===== config.mk =====
export PLATFORM = sky130hd
export DESIGN_NAME = wb_arbiter
export DESIGN_NICKNAME = d
export VERILOG_FILES = /design/src/rtl/wb_arbiter.sv
export SDC_FILE = /design/constraint.sdc
export NUM_CORES = 1
export LEC_CHECK = 0
export ABC_AREA = 1
export CAP_MARGIN = 5
export CELL_PAD_IN_SITES_DETAIL_PLACEMENT = 2
export CELL_PAD_IN_SITES_GLOBAL_PLACEMENT = 2
export CORE_MARGIN = 2
export CORE_UTILIZATION = 29
export CTS_CLUSTER_SIZE = 30
export DETAILED_ROUTE_END_ITERATION = 16
export GPL_ROUTABILITY_DRIVEN = 0
export HOLD_SLACK_MARGIN = 0.05
export PLACE_DENSITY = 0.82
export SKIP_CTS_REPAIR_TIMING = 1
export SLEW_MARGIN = 20
export SYNTH_ARGS = -nofsm -noshare
export SYNTH_HDL_FRONTEND = slang
export SYNTH_SLANG_ARGS = --single-unit

===== constraint.sdc =====
create_clock -name clk -period 3.25 [get_ports clk]
set_input_delay 0.65 -clock clk [delete_from_list [all_inputs] [get_ports clk]]
set_output_delay 0.65 -clock clk [all_outputs]
set_load 0.05 [all_outputs]

===== src/rtl/wb_arbiter.sv =====
// Writeback arbiter: merges a never-stalled ALU port and a queued LSU port onto
// one register-file write port, with a forwarding lookup over pending writes.
module wb_arbiter #(
  parameter int DEPTH = 4
) (
  input  logic        clk,
  input  logic        rst_n,
  input  logic        aluValid,
  input  logic [4:0]  aluReg,
  input  logic [31:0] aluData,
  input  logic        lsuValid,
  input  logic [4:0]  lsuReg,
  input  logic [31:0] lsuData,
  output logic        lsuReady,
  output logic        _regWrite,
  output logic [4:0]  writeReg,
  output logic [31:0] writeData,
  input  logic [4:0]  fwdReg,
  output logic        fwdHit,
  output logic [31:0] fwdData,
  output logic [3:0]  pendCount
);
  localparam int AW = $clog2(DEPTH);
  localparam logic [3:0] DEPTH_C = 4'(DEPTH);

  // Slots stay occupied after a kill until popped; q_live marks entries that
  // will still produce a write.
  logic [DEPTH-1:0] q_live;
  logic [4:0]       q_reg  [DEPTH];
  logic [31:0]      q_data [DEPTH];
  logic [AW-1:0]    head, tail, idx;
  logic [3:0]       entries;

  logic alu_req, occupied, pop, lsu_take, bypass, push;

  // Handshake: an LSU request transfers at a posedge where lsuValid && lsuReady;
  // lsuReady never depends on lsuValid, so there is no combinational loop.
  always_comb begin
    alu_req  = aluValid && (aluReg != 5'd0);
    occupied = (entries != 4'd0);
    pop      = !alu_req && occupied;
    lsuReady = (entries < DEPTH_C) || pop;
    lsu_take = lsuValid && lsuReady && (lsuReg != 5'd0)
               && !(alu_req && (aluReg == lsuReg));
    bypass   = lsu_take && !alu_req && !occupied;
    push     = lsu_take && !bypass;
  end

  always_ff @(posedge clk or negedge rst_n) begin
    if (!rst_n) begin
      _regWrite <= 1'b0;
      writeReg  <= 5'd0;
      writeData <= 32'd0;
      q_live    <= '0;
      head      <= '0;
      tail      <= '0;
      entries   <= 4'd0;
      for (int i = 0; i < DEPTH; i++) begin
        q_reg[i]  <= 5'd0;
        q_data[i] <= 32'd0;
      end
    end else begin
      if (alu_req) begin
        _regWrite <= 1'b1;
        writeReg  <= aluReg;
        writeData <= aluData;
      end else if (pop) begin
        _regWrite <= q_live[head];
        writeReg  <= q_reg[head];
        writeData <= q_data[head];
      end else if (bypass) begin
        _regWrite <= 1'b1;
        writeReg  <= lsuReg;
        writeData <= lsuData;
      end else begin
        _regWrite <= 1'b0;
      end

      // Order matters: kill, then pop, then push, so a full-queue push into the
      // slot being popped this cycle ends up live.
      for (int i = 0; i < DEPTH; i++) begin
        if (alu_req && (q_reg[i] == aluReg)) q_live[i] <= 1'b0;
      end
      if (pop) begin
        q_live[head] <= 1'b0;
        head         <= head + 1'b1;
      end
      if (push) begin
        q_live[tail] <= 1'b1;
        q_reg[tail]  <= lsuReg;
        q_data[tail] <= lsuData;
        tail         <= tail + 1'b1;
      end
      entries <= entries + 4'(push) - 4'(pop);
    end
  end

  always_comb begin
    pendCount = 4'd0;
    for (int i = 0; i < DEPTH; i++) pendCount = pendCount + 4'(q_live[i]);
  end

  // Scan oldest to youngest so the last match found is the youngest.
  always_comb begin
    fwdHit  = 1'b0;
    fwdData = 32'd0;
    idx     = '0;
    if (fwdReg != 5'd0) begin
      if (_regWrite && (writeReg == fwdReg)) begin
        fwdHit  = 1'b1;
        fwdData = writeData;
      end
      for (int i = 0; i < DEPTH; i++) begin
        idx = head + AW'(i);
        if (q_live[idx] && (q_reg[idx] == fwdReg)) begin
          fwdHit  = 1'b1;
          fwdData = q_data[idx];
        end
      end
    end
  end
endmodule


; ---- Word level (Yosys, flattened, before mapping)
; Index checks and enable logic that the tools add are counted.
; W data, S select, Z words.
[totals]
reg_bits = 198
[classes]
add_sub_neg = 9
magnitude_cmp = 14
n_eq_ne = 10
mux = 69
n_bitwise = 8
n_reduce_logical = 31
[op_table]
columns = op, count
row1 = $mux W32, 18
row2 = $bmux W32 S2, 4
row3 = $bwmux W128, 1
row4 = $demux W32 S2, 1
row5 = $mux W5, 12
row6 = $eq A5 B5 Y1, 10
row7 = $bmux W5 S2, 4
row8 = $logic_and A1 B1 Y1, 21
row9 = $bwmux W20, 1
row10 = $mux W1, 19
row11 = $ge A3 B3 Y1 const B, 5
row12 = $lt A2 B3 Y1 const B, 5
row13 = $not A2 Y3, 5
row14 = $reduce_bool A5 Y1, 3
row15 = $demux W5 S2, 1
row16 = $bmux W1 S2, 4
row17 = $mux W4, 2
row18 = $add A2 B1 Y2 const B, 2
row19 = $add A2 B2 Y2 const B, 2
row20 = $add A3 B1 Y4, 1
row21 = $add A4 B1 Y4, 1
row22 = $and A4 B4 Y4, 1
row23 = $demux W1 S2, 2
row24 = $ge A2 B1 Y1 const B, 2
row25 = 11 further kinds, 14

; ---- Depth between registers and ports, before layout
; Gate-level depths: netlist (run 1).
[depth]
word_depth = 14
mapped_depth = 19
ltp_nobuf = 14

; ---- Least setup slack after synthesis (run 1)
; OpenSTA, ideal clock, no wires.
[synth_path]
path_kind = register to output
start = reg head[1]
end = out fwdData[14]
arrival_ns = 3.465
required_ns = 2.600
setup_slack_ns = -0.865
path_stages_with_launch = 17
n_path_buf = 7
cell_sequence = dfrtp_1 > inv_2 > buf_2 > clkbuf_1 > buf_2 > ha_1 > clkbuf_2 > inv_1 > buf_2 > buf_1 > buf_1 > nand2_1 > o21ai_0 > nor2_1 > nor2_1 > nand2_1 > a21oi_1
[synth_via]
elab_chain_cells = 11
word_cells_on_any_way = 52
[synth_lines]
columns = item, line_no
row1 = start: declaration, 31  ; logic [AW-1:0] head, tail, idx;
row2 = start signal: assignment, 86  ; head <= head + 1'b1;
row3 = $add A2 B1 Y2 / $not A2 Y3 (equally long branches), "114, 115, 117"
row4 = $not A2 Y3 (implied by the code) / $bmux W5 S2 (equally long branches), "115, 117"
row5 = $bmux W5 S2 / $mux W5 (equally long branches), 115  ; if (q_live[idx] && (q_reg[idx] == fwdReg)) begin
row6 = $mux W5 (implied by the code), 115
row7 = $mux W5 (implied by the code) / $eq A5 B5 Y1 (equally long branches), 115
row8 = $eq A5 B5 Y1 / $logic_and A1 B1 Y1 (equally long branches), 115
row9 = $logic_and A1 B1 Y1 / $mux W32 (equally long branches), 115
row10 = $mux W32 (2 in a row), 115
row11 = $mux W32 (*), 115
row12 = $mux W32 (*), 108  ; if (fwdReg != 5'd0) begin
row13 = end: declaration, 20  ; output logic [31:0] fwdData,
; Mark *: on every way between the ends. The rest lies on a longest branch, timed or not. The select of a mux whose other input is x is not followed.

; ---- Worst setup path in the final report (run 1)
[layout_path]
start = reg head[0]
end = out fwdData[30]
; The elaborated chain is that of the path after synthesis.

==> results of run 1 <==
==> where the power goes <==
part           leakage, uW  switching, uW  internal, uW  total (uW)
logic              0.00609          11300          5870       17200
registers          0.00248           1080          3600        4690
clock network     0.000303           1220          1250        2480
==> cell type report <==
type | count | area, um^2
clock buffer | 18 | 439
inverter | 167 | 658
sequential | 198 | 4960
timing repair buffer | 298 | 3560
multi-input combinational | 1617 | 8660
tap | 615 | 769
timing repair inverter | 2 | 27.5
clock inverter | 14 | 193
fill | 5464 | 28600
==> worst reg2reg max path, cell delays in order, from the launching register on <==
cell and delay (ps):
sky130_fd_sc_hd__dfrtp_1 330, sky130_fd_sc_hd__inv_1 70, sky130_fd_sc_hd__ha_1 230, sky130_fd_sc_hd__nand2_1 120, sky130_fd_sc_hd__nand2_4 80, sky130_fd_sc_hd__nand2_4 70, sky130_fd_sc_hd__nand2_1 70, sky130_fd_sc_hd__a21oi_2 140
sky130_fd_sc_hd__nand2_2 80, sky130_fd_sc_hd__ha_1 300, sky130_fd_sc_hd__inv_1 70, sky130_fd_sc_hd__ha_1 180, sky130_fd_sc_hd__inv_1 80, sky130_fd_sc_hd__fa_1 510, sky130_fd_sc_hd__inv_1 50
==> stage by stage <==
step	util, %	power (uW)	hold slack (ps)	cell area [um^2]
floorplan	-	14000	354	14800
global placement	36.5	18300	467	17500
detailed placement	36.5	19100	477	17500
CTS	37.8	21700	202	18100
global route	40.3	25800	220	19300
finish	40.3	24400	142	19300
==> per-layer routing <==
layer  track usage (%)  vias to the layer above  routed length [um]
met5                 0                        -                   0
met3              3.70                      200                3160
met4              9.44                        0                3250
met1              30.4                     8477               30000
li1                  -                     7340                   -
met2              44.4                      504               36800
==> layout by cell type, fill, tap and decap left out, types with 4 or more instances in the layout <==
cell type	instances
sky130_fd_sc_hd__clkbuf_16	31
sky130_fd_sc_hd__a221oi_1	17
sky130_fd_sc_hd__nand2_1	605
sky130_fd_sc_hd__buf_8	5
sky130_fd_sc_hd__a21oi_2	19
sky130_fd_sc_hd__nand2_2	64
sky130_fd_sc_hd__nand4_1	38
sky130_fd_sc_hd__inv_1	159
sky130_fd_sc_hd__o21ai_0	285
sky130_fd_sc_hd__clkdlybuf4s50_1	119
sky130_fd_sc_hd__buf_6	30
sky130_fd_sc_hd__clkinv_8	4
sky130_fd_sc_hd__o22ai_1	4
sky130_fd_sc_hd__clkinv_4	4
sky130_fd_sc_hd__a21oi_1	67
sky130_fd_sc_hd__nor2_2	20
sky130_fd_sc_hd__or2_2	8
sky130_fd_sc_hd__buf_4	80
sky130_fd_sc_hd__dfrtp_1	196
sky130_fd_sc_hd__o21ai_2	23
sky130_fd_sc_hd__nor4_1	4
sky130_fd_sc_hd__xnor2_1	12
sky130_fd_sc_hd__ha_1	15
sky130_fd_sc_hd__o21ai_1	110
sky130_fd_sc_hd__a21oi_4	35
sky130_fd_sc_hd__buf_12	44
sky130_fd_sc_hd__nand3_4	8
sky130_fd_sc_hd__nor2_4	10
sky130_fd_sc_hd__nand3_1	90
sky130_fd_sc_hd__nand2_4	4
sky130_fd_sc_hd__xor2_1	12
sky130_fd_sc_hd__nand3_2	35
sky130_fd_sc_hd__nor2_1	111
==> cells by family (layout without fill, tap and decap cells) <==
family | after synthesis | in the layout
mux | 1 | 1
fa+ha+maj | 18 | 18
buf+inv | 326 | 499
flops | 198 | 198
compound gates | 568 | 568
xor+xnor | 26 | 26
simple gates | 1003 | 1003
other cells | 1 | 1
==> worst paths after layout <==
| check | start | endpoint | slack [ps] |
|---|---|---|---|
| worst min-delay path | rst_n | q_data[26]$_DFFE_PN0P_ | 140 |
| max in group asynchronous | rst_n | writeData[7]$_DFFE_PN0P_ | 2210 |
| worst min register to register | q_data[122]$_DFFE_PN0P_ | q_data[122]$_DFFE_PN0P_ | 500 |
| min in group clk | q_data[122]$_DFFE_PN0P_ | q_data[122]$_DFFE_PN0P_ | 500 |
| worst max-delay path | head[0]$_DFFE_PN0N_ | fwdData[30] | -660 |
| worst max register to register | entries[2]$_DFF_PN0_ | entries[1]$_DFF_PN0_ | 790 |
==> impl_summary.log, run 1 <==
[metrics] worst slack after detailed placement: -292 ps
[metrics] boundary pin count: 159
[metrics] first-iteration detailed-routing DRC count: 871
[metrics] Synth-to-Final Area Change: 36.9%
[metrics] main area contributors after synthesis: sky130_fd_sc_hd__dfrtp_1 35%, sky130_fd_sc_hd__nand2_1 18%, sky130_fd_sc_hd__o21ai_0 10%
[metrics] Die X: 224 um
[metrics] # Max-Cap Violations: 0
[metrics] Seq/Total Area, Yosys: 35.2%
[metrics] flip-flop and latch count after synthesis: 198
[metrics] Cells after Synth: 2141
[metrics] Final ANT Viol Nets: 0
[metrics] total gr overflow: 0
[metrics] non-filler instance count after layout: 2929
[metrics] kind of capture point of the worst setup path: output port
[metrics] Syn Nets: 2242
[metrics] number of global-route vias before repair: 17305
[metrics] largest family of logic cells by synthesized area: simple AND/OR/NAND/NOR gates
[metrics] fraction of synthesized cell area in xor and xnor cells: 1.62%
[metrics] distinct cell type count after synthesis: 45
[metrics] final antenna diode count: 0
[metrics] clock sink count: 198
[metrics] area share of the largest cell type after synthesis: 35.2%
[metrics] cts bufs inserted: 17
[metrics] WP data arrival: 3260 ps
[metrics] compound-gate portion of the synthesized area: 21.5%
[metrics] mux share of post-synthesis cell area: 0.0711%
[metrics] effective utilization at floorplan: 29.4%
[metrics] Synth Area in Simple Gates: 29.3%
[metrics] share of layout cells above drive strength 1: 19.4%
[metrics] Leakage: 0.00887 uW
[metrics] class of the tightest hold or removal check: input port to asynchronous set/reset pin
[metrics] longest individual stage delay on the worst path: 490 ps
[metrics] clock root buffer: sky130_fd_sc_hd__clkbuf_16
[metrics] routed wire length: 73200 um
[metrics] Die Span Y: 224 um
[metrics] number of flip-flops in the largest register: 128
[metrics] global-route wire length before repair: 97800 um
[metrics] largest delay contributor family on the critical path: simple AND/OR/NAND/NOR gates
[metrics] warnings from Yosys: 0
[metrics] Placed Cells incl. Taps: 2862
[metrics] DRC errors left: 0
[metrics] maximum vdd ir drop: 704 uV
[metrics] summed instance area of the synthesized netlist: 14100 um^2
[metrics] Setup Crit Path Kind: flip-flop to output port
[metrics] die area: 50300 um^2
[metrics] stages on the worst setup path: 15
[metrics] maximum number of pins on one net before global-route repair: 127
[metrics] Worst-path clk slew: 90 ps
[metrics] nets: 2402
[metrics] Pwr Density: 1260 nW/um^2
[metrics] wire length per cell: 25.0 um
[metrics] leading register cell type out of synthesis: sky130_fd_sc_hd__dfrtp_1
[metrics] RSZ-0062 raised after global routing: yes
[metrics] Core Area: 47800 um^2
[metrics] least setup slack across all paths after layout: -655 ps
[metrics] run status: complete, but fails checks
[metrics] number of max-slew violations in the final report: 0
[metrics] clock tree buffer depth: 2
[metrics] total track usage: 24.9%
[metrics] vias post-DR: 16521
[metrics] number of detailed-route iterations in the first pass: 5
[metrics] Req. time, crit path: 2600 ps
[metrics] insertion delay of the later-clocked pin in the worst-skew pair: 530 ps
[metrics] H-tree depth: 4
[metrics] maximum clock frequency: 256 MHz
[metrics] count of flip-flops with a built-in enable after synthesis: 0
[metrics] slew at the pin closest to its max-slew limit: 843 ps
[metrics] ordered cell list for the critical path: inv_6 > ha_4 > buf_8 > nand3_4 > nand3_1 > nand2_2 > nor2_4 > nand3_4 > clkbuf_16 > nor2_2 > nor2_1 > nand2_1 > nand2_2 > a21oi_4 > buf_12
[metrics] slowest library cell on the worst path: sky130_fd_sc_hd__dfrtp_4
[metrics] Crit Path Max Fanout: 8
[metrics] most frequent cells after synthesis: 665 x sky130_fd_sc_hd__nand2_1, 287 x sky130_fd_sc_hd__o21ai_0, 198 x sky130_fd_sc_hd__dfrtp_1
[metrics] count of input and output buffers: 157
[metrics] total number of placement rows: 80
[metrics] Post-Synth Adder-Cell Area: 1.71%
[metrics] CP startpoint kind: flip-flop
[metrics] violated checks: setup timing
[metrics] Worst Path Buf+Inv: 4
[metrics] share of synthesized registers carrying an async set or reset: 100%
[metrics] Synth area leader: sky130_fd_sc_hd__dfrtp_1
[metrics] Max-slew headroom: 43.8%
[metrics] number of hold violations in the final report: 0
[metrics] final-layout setup total negative slack: -18180 ps
[metrics] Final Critical Period: 3910 ps
[metrics] # setup viols final: 33
[metrics] sum of net half-perimeters after detailed placement: 42700 um
[metrics] most numerous cell in the Yosys netlist: sky130_fd_sc_hd__nand2_1
[metrics] average cell area after synthesis: 6.57 um^2
[metrics] crit share post-route: 120%
[metrics] antenna violations before repair: 0
[metrics] vias per inst: 5.64
[metrics] Worst Reg2Reg Path Length in Cells: 14
[metrics] setup skew after layout: 25.8 ps
[metrics] TritonCTS clock tree: built
Note: power is estimated with default switching activity, not from simulation.
==> run 2: changes to the inputs <==
- SLEW_MARGIN: 20 -> 40
==> impl_summary.log, run 2 (synthesized netlist as in run 1, its figures left out) <==
[metrics] run status: complete, but fails checks
[metrics] violated checks: setup timing
[metrics] clock root buffer: sky130_fd_sc_hd__clkbuf_16
[metrics] non-filler instance count after layout: 2928 (-0.034%)
[metrics] total number of placement rows: 80 (unchanged)
[metrics] final antenna diode count: 0 (unchanged)
[metrics] Req. time, crit path: 2600 ps (about the same)
[metrics] least setup slack across all paths after layout: -580 ps (+75.1 ps)
[metrics] commonest cells after routing, fill and taps aside: 591 x sky130_fd_sc_hd__nand2_1, 283 x sky130_fd_sc_hd__o21ai_0, 196 x sky130_fd_sc_hd__dfrtp_1, 158 x sky130_fd_sc_hd__inv_1, 119 x sky130_fd_sc_hd__clkdlybuf4s50_1
[metrics] Pwr Density: 1270 nW/um^2 (+0.23%)
[metrics] class of the tightest hold or removal check: flip-flop to flip-flop
[metrics] nets: 2401 (-0.042%)
[metrics] multi-input gate area in the final layout: 8740 um^2 (+0.92%)
[metrics] wire length per cell: 25.4 um (+1.6%)
[metrics] # setup viols final: 33 (unchanged)
[metrics] maximum vdd ir drop: 622 uV (-12%)
[metrics] Die X: 224 um (unchanged)
[metrics] sum of net half-perimeters after detailed placement: 42700 um (unchanged)
[metrics] insertion delay of the later-clocked pin in the worst-skew pair: 520 ps (about the same)
[metrics] vias per inst: 5.69 (+0.79%)
[metrics] antenna violations before repair: 0 (unchanged)
[metrics] CP startpoint kind: flip-flop
[metrics] kind of capture point of the worst setup path: output port
[metrics] count of input and output buffers: 157 (unchanged)
[metrics] H-tree depth: 4 (unchanged)
[metrics] sequential cell area in the final layout: 4960 um^2 (unchanged)
[metrics] Synth-to-Final Area Change: 37.7%
[metrics] number of global-route vias before repair: 17305 (unchanged)
[metrics] Max-slew headroom: 46.1% (+2.3 points)
[metrics] cts bufs inserted: 17 (unchanged)
[metrics] die area: 50300 um^2 (unchanged)
[metrics] Die Span Y: 224 um (unchanged)
[metrics] number of max-slew violations in the final report: 0 (unchanged)
[metrics] effective utilization at floorplan: 29.4% (unchanged)
[metrics] number of flip-flops in the largest register: 128 (unchanged)
[metrics] crit share post-route: 118% (-2.3 points)
[metrics] TritonCTS clock tree: built
[metrics] boundary pin count: 159 (unchanged)
[metrics] Worst-path clk slew: 90 ps (about the same)
[metrics] Crit Path Max Fanout: 6 (-2)
[metrics] Final ANT Viol Nets: 0 (unchanged)
[metrics] post-layout util: 40.5% (+0.22 points)
[metrics] worst hold slack across all endpoints: 496 ps (+354 ps)
[metrics] DRC errors left: 0 (unchanged)
[metrics] number of detailed-route iterations in the first pass: 5 (unchanged)
[metrics] # Max-Cap Violations: 0 (unchanged)
[metrics] global-route wire length before repair: 97800 um (unchanged)
[metrics] share of layout cells above drive strength 1: 20.2% (+0.74 points)
[metrics] number of hold violations in the final report: 0 (unchanged)
[metrics] commonest non-fill, non-tap cell in the layout: sky130_fd_sc_hd__nand2_1
[metrics] slew at the pin closest to its max-slew limit: 809 ps (-34.5 ps)
[metrics] Placed Cells incl. Taps: 2862 (unchanged)
[metrics] final-layout setup total negative slack: -17140 ps (+1040 ps)
[metrics] total gr overflow: 0 (unchanged)
[metrics] setup skew after layout: 25.3 ps (-0.515 ps)
[metrics] WP data arrival: 3180 ps (-80 ps)
[metrics] routed wire length: 74400 um (+1.6%)
[metrics] number of filler instances in the final layout: 5416 (-0.88%)
[metrics] Final Critical Period: 3830 ps (-75.1 ps)
[metrics] maximum clock frequency: 261 MHz (+2.0%)
[metrics] first-iteration detailed-routing DRC count: 933 (+7.1%)
[metrics] total track usage: 24.9% (unchanged)
[metrics] vias post-DR: 16646 (+0.76%)
[metrics] Setup Crit Path Kind: flip-flop to output port
[metrics] Leakage: 0.00887 uW (about the same)
[metrics] clock tree buffer depth: 2 (unchanged)
[metrics] clock sink count: 198 (unchanged)
[metrics] Core Area: 47800 um^2 (unchanged)
[metrics] RSZ-0062 raised after global routing: yes
[metrics] maximum number of pins on one net before global-route repair: 127 (unchanged)
==> run 2: cell count changes in the layout (fill, tap and decap cells not counted), sizes merged <==
cell         before  now
clkinvlp          2    3
buf             162  160
clkinv           11   10
dlygate4sd3       0    1
==> run 2: stage by stage <==
| step | power [uW] | setup WS (ps) | instance area (um^2) |
|---|---|---|---|
| after floorplan | 14000 | -99.3 | 14800 |
| after detailed placement | 19100 | -292 | 17500 |
| after global routing | 25900 | -676 | 19400 |
| final | 24600 | -580 | 19400 |
| after CTS | 21700 | -613 | 18100 |
| after global placement | 18300 | -182 | 17500 |
==> run 2: layout make-up <==
cell class	count	area share [%]
multi-input combinational	1617	45.1
sequential	198	25.6
timing repair buffer	297	18.5
tap	615	3.97
inverter	167	3.42
clock buffer	18	2.27
clock inverter	14	0.995
timing repair inverter	2	0.142
==> run 2: worst max-delay path: stages (launching register included) <==
cell and delay [ps]:
sky130_fd_sc_hd__dfrtp_4 500, sky130_fd_sc_hd__inv_6 60, sky130_fd_sc_hd__ha_4 360, sky130_fd_sc_hd__buf_6 170
sky130_fd_sc_hd__nand3_4 120, sky130_fd_sc_hd__nand3_4 120, sky130_fd_sc_hd__nand2_2 80, sky130_fd_sc_hd__nor2_4 130
sky130_fd_sc_hd__nand3_4 150, sky130_fd_sc_hd__clkbuf_16 220, sky130_fd_sc_hd__nor2_2 100, sky130_fd_sc_hd__nor2_1 60
sky130_fd_sc_hd__nand2_1 90, sky130_fd_sc_hd__nand2_2 70, sky130_fd_sc_hd__a21oi_4 230, sky130_fd_sc_hd__buf_12 170
==> run 2: path summary, 6_finish.rpt <==
kind                                          endpoint  cells past startpoint              startpoint  slack [ps]
worst min-delay path            q_data[97]$_DFFE_PN0P_                      2  q_data[97]$_DFFE_PN0P_         500
worst min register to register  q_data[97]$_DFFE_PN0P_                      2  q_data[97]$_DFFE_PN0P_         500
worst max register to register    entries[1]$_DFF_PN0_                     14    entries[2]$_DFF_PN0_         790
max in group asynchronous        q_data[7]$_DFFE_PN0P_                      4                   rst_n        1720
worst max-delay path                       fwdData[30]                     15     head[0]$_DFFE_PN0N_        -580
min in group asynchronous       q_data[26]$_DFFE_PN0P_                      2                   rst_n         570
==> run 2: metal layers <==
layer | wire (um) | global-route usage, % | up-vias
li1 | - | - | 7325
met1 | 30500 | 30.4 | 8623
met2 | 37200 | 44.4 | 503
met3 | 3420 | 3.70 | 195
met4 | 3240 | 9.44 | 0
met5 | 0 | 0 | -
==> run 2: report_power, final <==
| part | leakage (uW) | switching, uW | internal, uW |
|---|---|---|---|
| registers | 0.00248 | 1090 | 3600 |
| clock network | 0.000303 | 1220 | 1250 |
| logic | 0.00609 | 11500 | 5920 |
| total | 0.00887 | 13800 | 10800 |
